## src/rtl/hamming_decode_unit.sv

```systemverilog
`default_nettype none
// ============================================================================
// Module      : hamming_decode_unit
// Description : Reads NUM_WORDS 16-bit extended-Hamming (SECDED) codewords
//               from byte memory, corrects single-bit errors, detects
//               double-bit errors, and writes the 11 data bits plus two flag
//               bits back as two bytes per word.
// Revision    : 1.0 - initial release
// ============================================================================
module hamming_decode_unit #(
    parameter int IN_BASE   = 64,
    parameter int OUT_BASE  = 94,
    parameter int NUM_WORDS = 15
) (
    input  logic       clk,
    input  logic       reset,
    input  logic       req,
    output logic       ack,
    output logic [7:0] mem_addr,
    input  logic [7:0] mem_rd_data,
    output logic       mem_wr_en,
    output logic [7:0] mem_wr_data
);

    // Base addresses and last word index, all in the 8-bit address domain.
    localparam logic [7:0] c_in_base  = IN_BASE[7:0];
    localparam logic [7:0] c_out_base = OUT_BASE[7:0];
    localparam logic [7:0] c_last_k   = 8'(NUM_WORDS - 1);

    // Flag encodings written into the top two bits of each output high byte.
    localparam logic [1:0] c_flag_clean     = 2'b00;
    localparam logic [1:0] c_flag_corrected = 2'b01;
    localparam logic [1:0] c_flag_double    = 2'b10;

    typedef enum logic [2:0] {
        IDLE  = 3'd0,
        RD_LO = 3'd1,
        RD_HI = 3'd2,
        CHECK = 3'd3,
        WR_LO = 3'd4,
        WR_HI = 3'd5,
        DONE  = 3'd6
    } state_t;

    state_t      r_state;
    state_t      w_state_next;

    logic [7:0]  r_k;          // current word index
    logic [7:0]  r_lo;         // latched codeword low byte
    logic [7:0]  r_hi;         // latched codeword high byte
    logic [10:0] r_data;       // decoded d[11:1], r_data[0] = d[1]
    logic [1:0]  r_flags;      // F for the current word
    logic        r_ack;

    logic [15:0] w_cw;
    logic [3:0]  w_syn;
    logic        w_par;
    logic [15:0] w_fix;
    logic [1:0]  w_flags;
    logic [10:0] w_data;
    logic        w_is_last;
    logic [7:0]  w_k_x2;
    logic [7:0]  w_in_addr;
    logic [7:0]  w_out_addr;
    logic        w_unused_parity_bits;

    assign w_cw       = {r_hi, r_lo};
    assign w_is_last  = (r_k == c_last_k);
    assign w_k_x2     = r_k << 1;
    assign w_in_addr  = c_in_base + w_k_x2;
    assign w_out_addr = c_out_base + w_k_x2;

    // Syndrome, overall parity, single-bit correction and flag selection.
    always_comb begin
        w_syn   = 4'd0;
        w_par   = ^w_cw;
        w_fix   = w_cw;
        w_flags = c_flag_clean;
        for (int i = 1; i < 16; i++) begin
            if (w_cw[i]) begin
                w_syn = w_syn ^ i[3:0];
            end
        end
        if (w_par) begin
            // Odd overall parity: one flipped bit at position w_syn
            // (position 0 is the overall parity bit itself).
            w_fix[w_syn] = ~w_cw[w_syn];
            w_flags      = c_flag_corrected;
        end else if (w_syn != 4'd0) begin
            // Even parity with a nonzero syndrome: two flips, leave as is.
            w_flags = c_flag_double;
        end
    end

    // Data bits sit at the non-power-of-two positions of the codeword.
    assign w_data = {w_fix[15:9], w_fix[7:5], w_fix[3]};

    // Parity positions carry no data once correction is done.
    assign w_unused_parity_bits = ^{w_fix[8], w_fix[4], w_fix[2:0]};

    // State register.
    always_ff @(posedge clk) begin
        if (reset) begin
            r_state <= IDLE;
        end else begin
            r_state <= w_state_next;
        end
    end

    // Next-state logic: five states per word, busy states ignore req.
    always_comb begin
        w_state_next = r_state;
        case (r_state)
            IDLE:    if (req) w_state_next = RD_LO;
            RD_LO:   w_state_next = RD_HI;
            RD_HI:   w_state_next = CHECK;
            CHECK:   w_state_next = WR_LO;
            WR_LO:   w_state_next = WR_HI;
            WR_HI:   w_state_next = w_is_last ? DONE : RD_LO;
            DONE:    if (req) w_state_next = RD_LO;
            default: w_state_next = IDLE;
        endcase
    end

    // Datapath registers: word index, latched bytes, decode result, ack.
    always_ff @(posedge clk) begin
        if (reset) begin
            r_k     <= 8'd0;
            r_lo    <= 8'd0;
            r_hi    <= 8'd0;
            r_data  <= 11'd0;
            r_flags <= 2'b00;
            r_ack   <= 1'b0;
        end else begin
            // ack rises one edge after DONE is entered and drops on req.
            r_ack <= (r_state == DONE) && !req;
            case (r_state)
                IDLE, DONE: begin
                    if (req) begin
                        r_k <= 8'd0;
                    end
                end
                RD_LO: r_lo <= mem_rd_data;
                RD_HI: r_hi <= mem_rd_data;
                CHECK: begin
                    r_data  <= w_data;
                    r_flags <= w_flags;
                end
                WR_HI: begin
                    if (!w_is_last) begin
                        r_k <= r_k + 8'd1;
                    end
                end
                default: ;
            endcase
        end
    end

    // Memory interface decode from the registered state.
    always_comb begin
        mem_addr    = 8'd0;
        mem_wr_en   = 1'b0;
        mem_wr_data = 8'd0;
        case (r_state)
            RD_LO: mem_addr = w_in_addr;
            RD_HI: mem_addr = w_in_addr + 8'd1;
            WR_LO: begin
                mem_addr    = w_out_addr;
                mem_wr_en   = 1'b1;
                mem_wr_data = r_data[7:0];
            end
            WR_HI: begin
                mem_addr    = w_out_addr + 8'd1;
                mem_wr_en   = 1'b1;
                mem_wr_data = {r_flags, 3'b000, r_data[10:8]};
            end
            default: ;
        endcase
    end

    assign ack = r_ack;

endmodule
`default_nettype wire

```

## config.mk

```make
export PLATFORM = sky130hd
export DESIGN_NAME = hamming_decode_unit
export DESIGN_NICKNAME = d
export VERILOG_FILES = /design/src/rtl/hamming_decode_unit.sv
export SDC_FILE = /design/constraint.sdc
export NUM_CORES = 1
export LEC_CHECK = 0
export CORE_MARGIN = 2
export CORE_UTILIZATION = 30
export DETAILED_ROUTE_END_ITERATION = 7
export GPL_TIMING_DRIVEN = 0
export PLACE_DENSITY = 0.44
export SKIP_LAST_GASP = 1
export SLEW_MARGIN = 20
export SYNTH_ARGS = -nofsm -noshare
export SYNTH_HDL_FRONTEND = slang
export SYNTH_SLANG_ARGS = --single-unit
export TNS_END_PERCENT = 1
```

## constraint.sdc

```tcl
create_clock -name clk -period 6.65 [get_ports clk]
set_input_delay 1.33 -clock clk [delete_from_list [all_inputs] [get_ports clk]]
set_output_delay 1.33 -clock clk [all_outputs]
set_load 0.01 [all_outputs]
```

==> results of run 1 <==
==> synthesized netlist by cell type (2+ instances only) <==
library cell	instances	area (um^2)
o211ai_1	8	60.1
a22oi_1	2	15.0
o22ai_1	3	18.8
o22a_1	2	17.5
nor3_1	2	10.0
xnor2_1	16	140
o31ai_1	5	37.5
nand2b_1	4	25.0
inv_1	5	18.8
xor2_1	13	114
buf_1	2	7.51
nor4_1	2	12.5
xor2_2	2	32.5
mux2i_1	17	170
o21ai_0	14	70.1
nand4_1	6	37.5
or2_1	2	12.5
ha_1	4	50.1
a31oi_1	2	12.5
and2_1	3	18.8
nor2_1	40	150
and3_1	5	31.3
a211oi_1	3	22.5
a21o_1	8	60.1
a21oi_1	22	110
dfxtp_1	41	821
o41ai_1	4	35.0
nand2_1	52	195
xnor3_1	2	45.0
xnor2_2	2	32.5
clkbuf_1	17	63.8
==> worst max-delay path, stage by stage (launching register included) <==
cell and delay [ns]:
dfxtp_1 0.42, inv_1 0.17, nor3_1 0.15, buf_1 0.54, nand2b_1 0.37, o21ai_0 0.13, o21ai_0 0.11, clkdlybuf4s50_1 0.56
==> where the power goes <==
group	internal (mW)	leakage, nW	switching [mW]
Clock	0.149	0.0681	0.0959
Sequential	0.254	0.332	0.0114
Combinational	0.0811	0.673	0.131
==> final timing paths <==
check	startpoint	endpoint	slack, ns	cells after the start
setup / recovery	r_state[0]$_SDFFE_PP0P_	mem_addr[3]	2.55	7
hold reg to reg	r_data[0]$_SDFFE_PP0N_	r_data[0]$_SDFFE_PP0N_	0.49	2
setup reg to reg	r_lo[7]$_SDFFE_PP0N_	r_data[6]$_SDFFE_PP0N_	3.97	7
hold / removal	r_data[0]$_SDFFE_PP0N_	r_data[0]$_SDFFE_PP0N_	0.49	2
==> registers in the layout (all words and copies together) (netlist names) <==
register	cells
r_state	3
r_hi	8
r_k	8
r_flags	2
r_data	11
ack	1
r_lo	8
==> placed cells by master (no fill, tap or decap), types with 13 or more instances in the layout <==
master           count
clkdlybuf4s50_1     27
dfxtp_1             41
mux2i_1             17
nand2_1             52
a21oi_1             22
nor2_1              40
clkbuf_1            17
xor2_1              13
xnor2_1             16
o21ai_0             14
==> layout make-up <==
| type | instances | area [um^2] |
|---|---|---|
| Sequential cell | 41 | 821 |
| Fill cell | 864 | 5130 |
| Tap cell | 105 | 131 |
| Timing Repair Buffer | 27 | 270 |
| Buffer | 19 | 71.3 |
| Clock inverter | 3 | 65.1 |
| Multi-Input combinational cell | 256 | 1640 |
| Clock buffer | 5 | 68.8 |
| Inverter | 5 | 18.8 |
==> metal layers <==
layer  vias up  routed length, um  share of wire
met5         -                  0              0
met2        41               3160           0.46
met4         0                 64         0.0093
met3         8                257          0.037
li1       1178                  -              -
met1      1039               3420           0.50
==> cell families after synthesis <==
logic type | share of synthesized area
buffers and inverters | 0.0353
XOR/XNOR | 0.154
AND/OR/NAND/NOR | 0.203
multiplexers | 0.0667
flip-flops | 0.322
adder cells (fa/ha/maj) | 0.0235
AO/OA/AOI/OAI | 0.196
==> per-stage QoR <==
step	std cells	cell area, um^2	util	power (mW)	setup slack, ns
final	461	3090	0.376	0.722	2.55
after global placement	453	2950	0.359	0.485	2.84
after detailed placement	453	2950	0.359	0.483	2.85
after global routing	461	3090	0.376	0.760	2.28
after CTS	461	3090	0.376	0.732	2.51
after floorplan	321	2550	-	0.427	3.74
==> flow_metrics.tcl, run 1 <==
set metrics [dict create \
    hold_buffers 0 \
    clock_skew_ns 0.00802 \
    netlist_area_mm2 0.00255 \
    cts.reportedPaths.clkPinSlew_ns 0.08 \
    grt_busiest_layer "met2" \
    core_mm2 0.00822 \
    cts_setup_buffers 0 \
    synthDistinctLibCells 42 \
    grt_use_met3 0.0258 \
    hold_viol 0 \
    syn_area_per_cell_um2 7.95 \
    grt_pass1_wl_mm 11.2 \
    relSlewSlack 0.461 \
    grt_max_degree 14 \
    vias_per_cell 4.92 \
    slew_viol_final 0 \
    synthArstFlopShare 0 \
    port_buffers 27 \
    tightest_slew_ns 0.801 \
    ios 29 \
    grtUsageMet1 0.223 \
    postSynthCellCount 321 \
    ant_nets 0 \
    dieWidth_um 96.2 \
    power.density_mw_per_mm2 234 \
    met2_usage 0.255 \
    grtUsageTotal 0.159 \
    synthToLayoutAreaGrowth_pct 21.0 \
    syn-num-nets 336 \
    place.gp.congestion 0.807 \
    status "complete, no violations" \
    cts_tree "yes" \
    yosysSeqAreaShare 0.322 \
    cts_root_buf "clkbuf_8" \
    fmax_mhz 244 \
    drt_iter0_markers 66 \
    rsz0062_at_grt "false" \
    synth_ff_type "dfxtp_1" \
    drt-wirelength-per-cell_um 15.0 \
    drt_wl_total_mm 6.91 \
    layout_min_cycle_time_ns 4.10 \
    fin_crit_sh 0.617 \
    htree_levels 2 \
    vdd_ir_drop_max_uv 91.7 \
    clock_sinks 41 \
    yosys_register_bits 41 \
    cp-start-kind "flop" \
    cp-end-kind "primary output" \
    cts_buffers 5 \
    cts_resized 0 \
    grt_pass1_vias 2108 \
    start_util 0.310 \
    die_y_um 96.2 \
    grt-ovfl-total 0 \
    num_rows 33 \
    fin_hold_ws_ns 0.491 \
    clock_latency_ns 0.30 \
    drive_gt1_frac 0.0421 \
    drcViolationCount 0 \
    max_cap_viol_count 0 \
    clk_path_buf_depth 2 \
    die-area_mm2 0.00926 \
    cp_max_fo 9 \
    leakage_nw 1.07 \
    dpl.hpwl_mm 5.18 \
    synth_edf_count 0 \
    tns_ns 0 \
    nets 370 \
    dr.pass1.iters 4 \
    critical_path_class "reg2out" \
    vias 2266 \
    worstHoldPathType "reg2reg" \
    required_ns 5.32 \
    crit_arrival_ns 2.77 \
    grt_antenna_before_repair 0 \
    antenna_cells 0 \
    yosys_warnings 0 \
    setup_viol 0 \
]
(Power assumes the default switching activity.)
==> run 2: changes to the inputs <==
--- a/config.mk
+++ b/config.mk
@@ -9,7 +9,7 @@
 export CORE_UTILIZATION = 30
 export DETAILED_ROUTE_END_ITERATION = 7
 export GPL_TIMING_DRIVEN = 0
-export PLACE_DENSITY = 0.44
+export PLACE_DENSITY = 0.46
 export SKIP_LAST_GASP = 1
 export SLEW_MARGIN = 20
 export SYNTH_ARGS = -nofsm -noshare
==> constraint.sdc (replaced) <==
create_clock -name clk -period 3.3 [get_ports clk]
set_input_delay 0.66 -clock clk [delete_from_list [all_inputs] [get_ports clk]]
set_output_delay 0.66 -clock clk [all_outputs]
set_load 0.01 [all_outputs]
==> run 2 against run 1 <==
Effect of this change: sequential cell count did not move; sequential share of layout area rose by 0.087 points; setup slack got worse by 2.3 ns; non-clock buffer count did not move; wire length fell by 2.3%; largest power group unchanged; combinational power rose by 100%; cell area fell by 0.32%; global-route usage fell by 0.27 points; register-to-register slack got worse by 3.3 ns; clock skew rose by 0.0037 ns; cell count did not move; critical endpoint is now mem_addr[6].
==> flow_metrics.tcl, run 2 (same netlist as run 1, synthesis figures left out) <==
set metrics [dict create \
    dpl.hpwl_mm 5.11 \
    cts.reportedPaths.clkPinSlew_ns 0.09 \
    leakage_nw 1.06 \
    fillerInstances 899 \
    crit_slowest_cell "clkdlybuf4s50_1" \
    synthToLayoutAreaGrowth_pct 20.6 \
    layout_common_cells "51 x nand2_1, 41 x dfxtp_1, 40 x nor2_1" \
    die_y_um 96.2 \
    clk_path_buf_depth 2 \
    grt_pass1_wl_mm 11.1 \
    worstHoldPathType "reg2reg" \
    drt-wirelength-per-cell_um 14.6 \
    fin_hold_ws_ns 0.483 \
    port_buffers 27 \
    dr.pass1.iters 4 \
    cp-end-kind "primary output" \
    required_ns 2.64 \
    tns_ns 0 \
    cpLargestDelayFamily "buffers and inverters" \
    power.density_mw_per_mm2 450 \
    hold_buffers 0 \
    grt_antenna_before_repair 0 \
    vias_per_cell 4.90 \
    cts_root_buf "clkbuf_8" \
    clock_skew_ns 0.0117 \
    critPathBufInv 2 \
    slew_viol_final 0 \
    start_util 0.310 \
    antenna_cells 0 \
    drt_iter0_markers 84 \
    drive_gt1_frac 0.0534 \
    max_cap_viol_count 0 \
    fmax_mhz 323 \
    crit_arrival_ns 2.43 \
    ant_nets 0 \
    critical_path_class "reg2out" \
    tightest_slew_ns 0.796 \
    cp_max_fo 10 \
    crit_cells 7 \
    vdd_ir_drop_max_uv 199 \
    htree_levels 2 \
    grt_pass1_vias 2142 \
    nets 370 \
    clock_latency_ns 0.30 \
    top_register "r_data" \
    grt_max_degree 15 \
    cp-start-kind "flop" \
    grt-ovfl-total 0 \
    layout_min_cycle_time_ns 3.09 \
    hold_viol 0 \
    hold_depth 2 \
    relSlewSlack 0.465 \
    drt_wl_total_mm 6.74 \
    dieWidth_um 96.2 \
    cts_buffers 5 \
    fin_crit_sh 0.937 \
    cpPeakStageDelay_ns 0.55 \
    setup_viol 0 \
    rsz0062_at_grt "false" \
    status "complete, no violations" \
    layout_commonest_cell "nand2_1" \
    core_mm2 0.00822 \
    place.gp.congestion 0.815 \
    crit_chain "clkbuf_1 > nor2b_2 > nand2_2 > nand2b_2 > a21oi_1 > o22ai_1 > clkdlybuf4s50_1" \
    clock_sinks 41 \
    largest_reg_flops 11 \
    ios 29 \
    reg2regPathDepth 7 \
    drcViolationCount 0 \
    vias 2257 \
    num_rows 33 \
    cts_tree "yes" \
    grtUsageTotal 0.157 \
    die-area_mm2 0.00926 \
]
run 2: report_power, final:
| group | total [mW] | internal, mW | switching (mW) |
|---|---|---|---|
| sequential | 0.534 | 0.512 | 0.0224 |
| combinational | 0.428 | 0.165 | 0.263 |
| clock | 0.423 | 0.227 | 0.196 |
| total | 1.39 | 0.903 | 0.482 |
run 2: cell type report:
cell class | count | area, um^2 | area share
plain buffers | 19 | 72.6 | 0.0236
flip-flops and latches | 41 | 821 | 0.267
clock inverters | 3 | 46.3 | 0.0150
repair buffers | 27 | 270 | 0.0878
well taps | 105 | 131 | 0.0427
clock buffers | 5 | 68.8 | 0.0224
multi-input cells | 256 | 1650 | 0.536
inverters | 5 | 18.8 | 0.00610
run 2: repair_timing:
| action | CTS | global route |
|---|---|---|
| pin swaps | 0 | 0 |
| setup buffers | 0 | 0 |
| gates resized for setup | 3 | 1 |
| endpoints found under the setup margin | 7 | 5 |
run 2: metrics by stage:
| step | total power [mW] | instance area (um^2) | cells | setup slack, ns | utilization |
|---|---|---|---|---|---|
| 2_1_floorplan | 0.861 | 2550 | 321 | 1.01 | - |
| 3_3_place_gp | 0.973 | 2950 | 453 | 0.167 | 0.359 |
| 3_5_place_dp | 0.973 | 2950 | 453 | 0.205 | 0.359 |
| 4_1_cts | 1.40 | 3070 | 461 | 0.0871 | 0.374 |
| 5_1_grt | 1.46 | 3080 | 461 | 0.0360 | 0.374 |
| 6_report | 1.39 | 3080 | 461 | 0.209 | 0.374 |
run 2: metal layers:
| metal | part of all wire | vias up | global-route usage |
|---|---|---|---|
| met4 | 0.016 | 0 | 0.0464 |
| met3 | 0.037 | 9 | 0.0251 |
| met1 | 0.47 | 1029 | 0.205 |
| met2 | 0.48 | 38 | 0.264 |
| met5 | 0 | - | 0 |
| li1 | - | 1181 | - |
run 2: worst min-delay path: stages (launching register included):
cell and delay [ns]:
dfxtp_1 0.32, nand3_1 0.05, o21ai_0 0.07
run 2: worst paths after layout:
| check | startpoint | endpoint | slack [ns] |
|---|---|---|---|
| max | r_state[1]$_SDFFE_PP0P_ | mem_addr[6] | 0.21 |
| min | r_data[0]$_SDFFE_PP0N_ | r_data[0]$_SDFFE_PP0N_ | 0.48 |
| max reg2reg | r_lo[7]$_SDFFE_PP0N_ | r_data[5]$_SDFFE_PP0N_ | 0.65 |
| min reg2reg | r_data[0]$_SDFFE_PP0N_ | r_data[0]$_SDFFE_PP0N_ | 0.48 |
==> run 3: changes to the inputs <==
--- a/config.mk
+++ b/config.mk
@@ -9,7 +9,7 @@
 export CORE_UTILIZATION = 30
 export DETAILED_ROUTE_END_ITERATION = 7
 export GPL_TIMING_DRIVEN = 0
-export PLACE_DENSITY = 0.46
+export PLACE_DENSITY = 0.44
 export SKIP_LAST_GASP = 1
 export SLEW_MARGIN = 20
 export SYNTH_ARGS = -nofsm -noshare
==> constraint.sdc (replaced) <==
create_clock -name clk -period 3.7 [get_ports clk]
set_input_delay 0.74 -clock clk [delete_from_list [all_inputs] [get_ports clk]]
set_output_delay 0.74 -clock clk [all_outputs]
set_load 0.01 [all_outputs]
==> run 3 against run 2 <==
Effect of this change: count of clock-buffer cells in the layout unchanged; non-clock buffer count unchanged; clock skew shrank 0.0034 ns; die area did not move; register-to-register slack better by 0.37 ns; cell area grew 0.37%; power decreased by 6.3%; wire length rose by 2.4%; sequential cell count stayed put; critical path depth did not move; global-route usage increased by 0.27 points.
==> flow_metrics.tcl, run 3 (same netlist as run 1, synthesis figures left out) <==
set metrics [dict create \
    cp-start-kind "flop" \
    fin_crit_sh 0.944 \
    ios 29 \
    layout_min_cycle_time_ns 3.49 \
    multi_input_area_mm2 0.00164 \
    critical_path_class "reg2out" \
    cts_tree "yes" \
    crit_chain "clkbuf_1 > nor2b_1 > nand2_1 > nand2b_1 > o21ai_0 > o21ai_0 > clkdlybuf4s50_1" \
    drcViolationCount 0 \
    grt_max_degree 14 \
    fillerInstances 868 \
    tightest_slew_ns 0.801 \
    top_register "r_data" \
    utilization 0.376 \
    relSlewSlack 0.461 \
    grt_antenna_before_repair 0 \
    finalPower_mw 1.30 \
    vdd_ir_drop_max_uv 165 \
    clkPwrFrac 0.340 \
    vias_per_cell 4.95 \
    grt_pass1_wl_mm 11.2 \
    power_frac_seq 0.367 \
    cts_root_buf "clkbuf_8" \
    power_frac_comb 0.293 \
    nets 370 \
    leakage_nw 1.08 \
    cp_max_fo 10 \
    cp-end-kind "primary output" \
    drt-wirelength-per-cell_um 15.0 \
    fmax_mhz 286 \
    crit_slowest_cell "clkdlybuf4s50_1" \
    largest_reg_flops 11 \
    required_ns 2.96 \
    dieWidth_um 96.2 \
    synthToLayoutAreaGrowth_pct 21.0 \
    fin_hold_ws_ns 0.492 \
    num_rows 33 \
    clock_skew_ns 0.00824 \
    power.density_mw_per_mm2 420 \
    cts.reportedPaths.clkPinSlew_ns 0.08 \
    clock_latency_ns 0.30 \
    crit_top_cell "o21ai_0" \
    die-area_mm2 0.00926 \
    regArea_um2 821 \
    ant_nets 0 \
    layout_commonest_cell "nand2_1" \
    grt-ovfl-total 0 \
    drt_iter0_markers 61 \
    port_buffers 27 \
    rsz0062_at_grt "false" \
    p_sw_mw 0.428 \
    status "complete, no violations" \
    place.gp.congestion 0.807 \
    hold_viol 0 \
    grt_pass1_vias 2108 \
    htree_levels 2 \
    max_cap_viol_count 0 \
    clk_path_buf_depth 2 \
    vias 2284 \
    p_int_mw 0.870 \
    switching_share 0.330 \
    dr.pass1.iters 4 \
    cpPeakStageDelay_ns 0.56 \
    cts_setup_buffers 0 \
    worstHoldPathType "reg2reg" \
    start_util 0.310 \
    core_mm2 0.00822 \
    layout_common_cells "52 x nand2_1, 41 x dfxtp_1, 40 x nor2_1" \
    clock_sinks 41 \
    setup_viol 0 \
    dpl.hpwl_mm 5.18 \
    crit_arrival_ns 2.75 \
    cts_buffers 5 \
    grtUsageTotal 0.159 \
    tns_ns 0 \
    drt_wl_total_mm 6.90 \
    drive_gt1_frac 0.0449 \
    die_y_um 96.2 \
    antenna_cells 0 \
    slew_viol_final 0 \
]
## run 3: layout make-up
| type | instances | area share |
|---|---|---|
| plain buffers | 19 | 0.0235 |
| clock buffers | 5 | 0.0223 |
| clock inverters | 3 | 0.0211 |
| inverters | 5 | 0.00608 |
| multi-input cells | 256 | 0.531 |
| flip-flops and latches | 41 | 0.266 |
| well taps | 105 | 0.0425 |
| repair buffers | 27 | 0.0875 |
## run 3: power groups by stage
stage | registers (mW) | logic [mW] | clock network [mW]
final | 0.477 | 0.381 | 0.441
after global routing | 0.480 | 0.422 | 0.465
after CTS | 0.477 | 0.383 | 0.456
after detailed placement | 0.488 | 0.381 | 0
after global placement | 0.488 | 0.384 | 0
after floorplan | 0.480 | 0.288 | 0
## run 3: final timing paths
path	from	to	slack [ns]	depth (start not counted)
worst max-delay path	r_state[1]$_SDFFE_PP0P_	mem_addr[3]	0.21	7
worst min-delay path	r_data[0]$_SDFFE_PP0N_	r_data[0]$_SDFFE_PP0N_	0.49	2
worst max register to register	r_lo[7]$_SDFFE_PP0N_	r_data[6]$_SDFFE_PP0N_	1.02	7
worst min register to register	r_data[0]$_SDFFE_PP0N_	r_data[0]$_SDFFE_PP0N_	0.49	2
## run 3: stage by stage
step	worst slack, ns	cells	instance area (um^2)
floorplan	1.38	321	2550
global placement	0.483	453	2950
detailed placement	0.492	453	2950
CTS	0.150	461	3090
global route	0.0375	461	3090
finish	0.208	461	3090
## run 3: worst max-delay path: cells and delay by family, from the launching register on
kind / cells / cell delay [ns]
flip-flops: 1 / 0.31
AND/OR/NAND/NOR: 3 / 1.09
AO/OA/AOI/OAI: 2 / 0.24
buffers and inverters: 2 / 0.81
## run 3: timing repair
action | CTS | global route
setup endpoints to repair | 0 | 3
hold buffers | 0 | 0
gates resized for setup | 0 | 1
## run 3: routing by layer
| layer | share of wire | global-route usage |
|---|---|---|
| met2 | 0.46 | 0.255 |
| met1 | 0.49 | 0.223 |
| met5 | 0 | 0 |
| met3 | 0.037 | 0.0258 |
| met4 | 0.0091 | 0.0393 |
